===== src/rtl/prime_buf_pkg.sv =====
// Shared definitions for the prime generator and its output buffer: request FSM
// encodings and the prime width derived from WIDTH_LOG.
package prime_buf_pkg;

  typedef enum logic [1:0] {
    IDLE = 2'd0,
    REQ  = 2'd1,
    WAIT = 2'd2,
    HALT = 2'd3
  } state_t;

  function automatic int width_of(input int width_log);
    return 1 << width_log;
  endfunction

endpackage


===== src/rtl/sync_fifo.sv =====
// Show-ahead synchronous FIFO: a push is visible at head one cycle later; head/level are registered.
// Pop while empty is ignored; the writer must not push while full.
module sync_fifo #(
  parameter int WIDTH     = 16,
  parameter int DEPTH_LOG = 2
) (
  input  logic                 clk,
  input  logic                 rst_n,
  input  logic                 push,
  input  logic [WIDTH-1:0]     push_data,
  input  logic                 pop,
  output logic [WIDTH-1:0]     head,
  output logic [DEPTH_LOG:0]   level
);

  localparam int DEPTH = 1 << DEPTH_LOG;

  logic [WIDTH-1:0]     mem [DEPTH];
  logic [DEPTH_LOG-1:0] wr_ptr;
  logic [DEPTH_LOG-1:0] rd_ptr;
  logic                 do_pop;

  assign do_pop = pop && (level != '0);
  assign head   = mem[rd_ptr];

  always_ff @(posedge clk) begin
    if (push) begin
      mem[wr_ptr] <= push_data;
    end
  end

  always_ff @(posedge clk or negedge rst_n) begin
    if (!rst_n) begin
      wr_ptr <= '0;
      rd_ptr <= '0;
      level  <= '0;
    end else begin
      if (push) begin
        wr_ptr <= wr_ptr + 1'b1;
      end
      if (do_pop) begin
        rd_ptr <= rd_ptr + 1'b1;
      end
      // Simultaneous push and pop leave the occupancy unchanged.
      case ({push, do_pop})
        2'b10:   level <= level + 1'b1;
        2'b01:   level <= level - 1'b1;
        default: level <= level;
      endcase
    end
  end

endmodule


===== src/rtl/prime_buf.sv =====
// Requests primes one at a time from the generator and queues them for a valid/ready consumer.
// A request is only issued with a free FIFO slot; a generator error halts requests until reset.
module prime_buf
  import prime_buf_pkg::*;
#(
  parameter int WIDTH_LOG = 4,
  parameter int DEPTH_LOG = 2
) (
  input  logic                            clk,
  input  logic                            rst_n,
  output logic                            gen_go,
  input  logic                            gen_ready,
  input  logic                            gen_error,
  input  logic [width_of(WIDTH_LOG)-1:0]  gen_res,
  output logic                            out_valid,
  input  logic                            out_ready,
  output logic [width_of(WIDTH_LOG)-1:0]  out_data,
  output logic [DEPTH_LOG:0]              level,
  output logic                            exhausted
);

  localparam int WIDTH = width_of(WIDTH_LOG);
  localparam logic [DEPTH_LOG:0] FULL = (DEPTH_LOG + 1)'(1 << DEPTH_LOG);

  state_t state;
  state_t state_nxt;
  logic   push;
  logic   set_exhausted;

  always_comb begin
    state_nxt     = state;
    push          = 1'b0;
    set_exhausted = 1'b0;
    case (state)
      IDLE: begin
        // Reserving a slot before asking guarantees the later push always fits.
        if (!exhausted && (level < FULL) && gen_ready) begin
          state_nxt = REQ;
        end
      end
      REQ: begin
        state_nxt = WAIT;
      end
      WAIT: begin
        if (gen_ready) begin
          if (gen_error) begin
            set_exhausted = 1'b1;
            state_nxt     = HALT;
          end else begin
            push      = 1'b1;
            state_nxt = IDLE;
          end
        end
      end
      HALT: begin
        state_nxt = HALT;
      end
      default: begin
        state_nxt = IDLE;
      end
    endcase
  end

  always_ff @(posedge clk or negedge rst_n) begin
    if (!rst_n) begin
      state     <= IDLE;
      gen_go    <= 1'b0;
      exhausted <= 1'b0;
    end else begin
      state  <= state_nxt;
      gen_go <= (state_nxt == REQ);
      if (set_exhausted) begin
        exhausted <= 1'b1;
      end
    end
  end

  sync_fifo #(
    .WIDTH     (WIDTH),
    .DEPTH_LOG (DEPTH_LOG)
  ) u_fifo (
    .clk       (clk),
    .rst_n     (rst_n),
    .push      (push),
    .push_data (gen_res),
    .pop       (out_ready),
    .head      (out_data),
    .level     (level)
  );

  assign out_valid = (level != '0);

endmodule


===== config.mk =====
export PLATFORM = sky130hd
export DESIGN_NAME = prime_buf
export DESIGN_NICKNAME = d
export VERILOG_FILES = /design/src/rtl/prime_buf_pkg.sv /design/src/rtl/sync_fifo.sv /design/src/rtl/prime_buf.sv
export SDC_FILE = /design/constraint.sdc
export NUM_CORES = 1
export LEC_CHECK = 0
export ABC_AREA = 1
export ABC_CLOCK_PERIOD_IN_PS = 2000
export CAP_MARGIN = 40
export CORE_MARGIN = 4
export CORE_UTILIZATION = 49
export DETAILED_ROUTE_END_ITERATION = 10
export PLACE_DENSITY = 0.75
export SLEW_MARGIN = 20
export SYNTH_ARGS = -nofsm -noshare
export SYNTH_HDL_FRONTEND = slang
export SYNTH_HIERARCHICAL = 1
export SYNTH_SLANG_ARGS = --single-unit

===== constraint.sdc =====
create_clock -name clk -period 2 [get_ports clk]
set_clock_uncertainty 0.05 [all_clocks]
set_input_delay 0.5 -clock clk [delete_from_list [all_inputs] [get_ports clk]]
set_output_delay 0.5 -clock clk [all_outputs]
set_load 0.005 [all_outputs]

==> summary.txt <==
STA
  – Final WS setup: -0.1091 ns
  – Final slew viol count: 0
  – Max Clock Freq: 474.1 MHz
  – # setup viols final: 6
  – Shortest period the worst path allows: 2.109 ns
  – Relative slew slack: 66.73%
  – Least-Margin Pin Slew: 0.4974 ns
  – Post-route clock period utilization: 105.5%
  – Final hold viol count: 0
  – Unrepaired setup endpoints after global routing: yes

Global routing
  – Via count of the first global-routing pass: 2170
  – Initial antenna violation count: 0
  – Total Routing Usage GR: 17.78%
  – First-pass GRT wire length: 10120 µm
  – Largest net degree at the start of global routing: 23
  – GRT Residual Overflow: 0

Detailed routing
  – Routed Antenna Nets: 0
  – Vias per cell: 5.060
  – # DRC: 0
  – Iter 0 DRT Violations: 77
  – WL/cell: 15.32 µm
  – Total number of vias: 2120
  – Detailed Route WL: 6421 µm
  – 1st-pass router iterations: 4

Pwr
  – Pwr per Cell Area: 1201 mW/mm²
  – Total power: 4.951 mW
  – Peak supply drop: 0.0005881 V
  – Lkg Pwr: 1.796 nW

Cells and area
  – Fin area: 0.004124 mm²
  – Layout Nets: 364
  – Register area: 0.002197 mm²
  – Fillcell total: 476
  – Antenna cells: 0
  – Area growth syn-to-layout: 29.76%
  – Fraction of layout cells with a size suffix above 1: 21.64%
  – Multi-input gate area: 709.4 µm²

Worst setup path
  – Arrival @ worst endpoint: 1.56 ns
  – Crit path kind: reg2out
  – Critical Path Source Type: flop
  – Worst Path Required: 1.45 ns
  – CP max FO: 6
  – Worst setup EP type: output pin

Logic synthesis
  – Synthesized cell area: 0.003178 mm²
  – Yosys cell types: 23
  – Syn_nets: 289
  – Mapped Avg Cell Area: 12.13 µm²
  – Synth warn: 6
  – Register area share after synthesis: 69.13%
  – Synth Register Bits: 75
  – Synth Instances: 262

Placement
  – Gpl congestion: 0.6913
  – Detailed placement HPWL: 3790 µm
  – Buffers on Ports: 42
  – Area after DPL: 0.003752 mm²

Die
  – Die W: 88.54 µm
  – Chip Height: 88.54 µm
  – Full die area: 0.007838 mm²
  – Initial Util: 50.34%
  – Io pins: 43
  – Area of the core: 0.006314 mm²
  – Row count: 29

Outcome
  – Failing checks: negative setup slack
  – Status: finished with violations

Clock network
  – Worst skew pair latency: 0.34 ns
  – Root Driver: clkbuf_8
  – H-tree levels: 3
  – Worst-path clk slew: 0.07 ns
  – CTS Buf Count: 9
  – CTS tree: built
  – Sink Count: 75
  – CTS Hold Bufs: 0
  – Clock buffer depth: 2

Min path
  – Hold Path Class: reg2reg

Run
  – Max-cap viol count: 0
==> worst max-delay path, stage by stage (launching register included) <==
cell	delay [ns]
dfrtp_1	0.39
inv_4	0.05
buf_6	0.13
buf_12	0.13
buf_16	0.13
o211ai_1	0.18
nand2_1	0.09
buf_2	0.13
==> flip-flops by register name, indices dropped and copies added, names as in the netlist <==
signal / flops
u_fifo/mem: 64
gen_go: 1
exhausted: 1
u_fifo/rd_ptr: 2
u_fifo/wr_ptr: 2
state: 2
u_fifo/level: 3
==> worst paths after layout <==
kind                             startpoint          endpoint  slack, ns  cells after the start
max                        u_fifo/rd_ptr[0]      out_data[11]      -0.11                      7
min                                state[0]          state[1]       0.43                      2
max reg2reg                 u_fifo/level[1]   u_fifo/level[1]       0.11                      9
min reg2reg                        state[0]          state[1]       0.43                      2
max in group asynchronous             rst_n  u_fifo/rd_ptr[1]       1.13                      1
min in group asynchronous             rst_n            gen_go       0.44                      1
==> metrics by stage <==
step                setup slack, ns  cells  utilization (%)  setup TNS, ns  hold WS (ns)
finish                      -0.1091    419            65.32        -0.4867        0.4337
global route                -0.1860    419            65.32         -1.606        0.4733
CTS                         -0.1906    419            66.27         -1.999        0.4381
detailed placement          -0.3773    387            59.43         -9.220        0.4215
global placement            -0.2733    387            59.43         -7.269        0.4248
floorplan                   0.06981    262                -              0        0.1544
==> synth_stat cells <==
cell	instances	area share (%)
nand2_1	69	8.1
edfxtp_1	64	60
inv_1	51	6.0
o211ai_1	30	7.1
dfrtp_1	11	8.7
buf_6	6	2.1
ha_1	5	2.0
nand3_1	4	0.63
o21ai_0	3	0.47
buf_4	2	0.47
clkbuf_1	2	0.24
inv_2	2	0.24
nand4_1	2	0.39
o211ai_2	2	0.79
a21o_1	1	0.24
buf_2	1	0.16
fa_1	1	0.63
nor2_1	1	0.12
nor3_1	1	0.16
o21bai_1	1	0.24
or3_1	1	0.20
xnor2_1	1	0.28
xor2_1	1	0.28
==> cells in the final DEF, fill, tap and decap left out, types with 8 or more instances in the layout <==
master,instances
clkbuf_8,9
o211ai_1,30
buf_2,8
clkbuf_2,8
inv_1,51
clkdlybuf4s50_1,25
buf_4,20
edfxtp_1,64
nand2_1,65
dfrtp_1,11
==> what timing repair did <==
item / 4_1_cts / 5_1_grt
gates resized for setup: 63 / 18
pin swaps: 17 / 14
setup buffers: 11 / 2
gates cloned: 5 / 0
endpoints found under the setup margin: 17 / 18
==> power by group <==
| group | switching, mW | total [mW] | internal (mW) |
|---|---|---|---|
| clock | 0.536 | 1.10 | 0.566 |
| combinational | 0.971 | 2.05 | 1.08 |
| sequential | 0.0505 | 1.80 | 1.75 |
| total | 1.56 | 4.95 | 3.39 |
==> routing by layer <==
| metal | track usage (%) | up-vias | share of wire, % |
|---|---|---|---|
| li1 | - | 1031 | - |
| met1 | 19.73 | 1027 | 40 |
| met2 | 31.54 | 49 | 52 |
| met3 | 4.376 | 13 | 5.3 |
| met4 | 9.203 | 0 | 2.2 |
| met5 | 0 | - | 0 |
==> cells by family (layout without fill, tap and decap cells) <==
group / after synthesis / count (layout) / share of synthesized area, %
buffers and inverters: 64 / 144 / 9.252
AND/OR/NAND/NOR: 78 / 78 / 9.646
flip-flops: 75 / 75 / 69.13
adder cells (fa/ha/maj): 6 / 6 / 2.598
AO/OA/AOI/OAI: 37 / 37 / 8.819
XOR/XNOR: 2 / 2 / 0.5513
==> final cells by class <==
cell class	instances	share of cell area, %
flip-flops and latches	75	53.28
inverters	53	4.885
repair buffers	75	17.84
well taps	77	2.336
clock buffers	10	3.095
clock inverters	6	1.365
multi-input cells	123	17.20
Power figures use the tool's default switching activity.
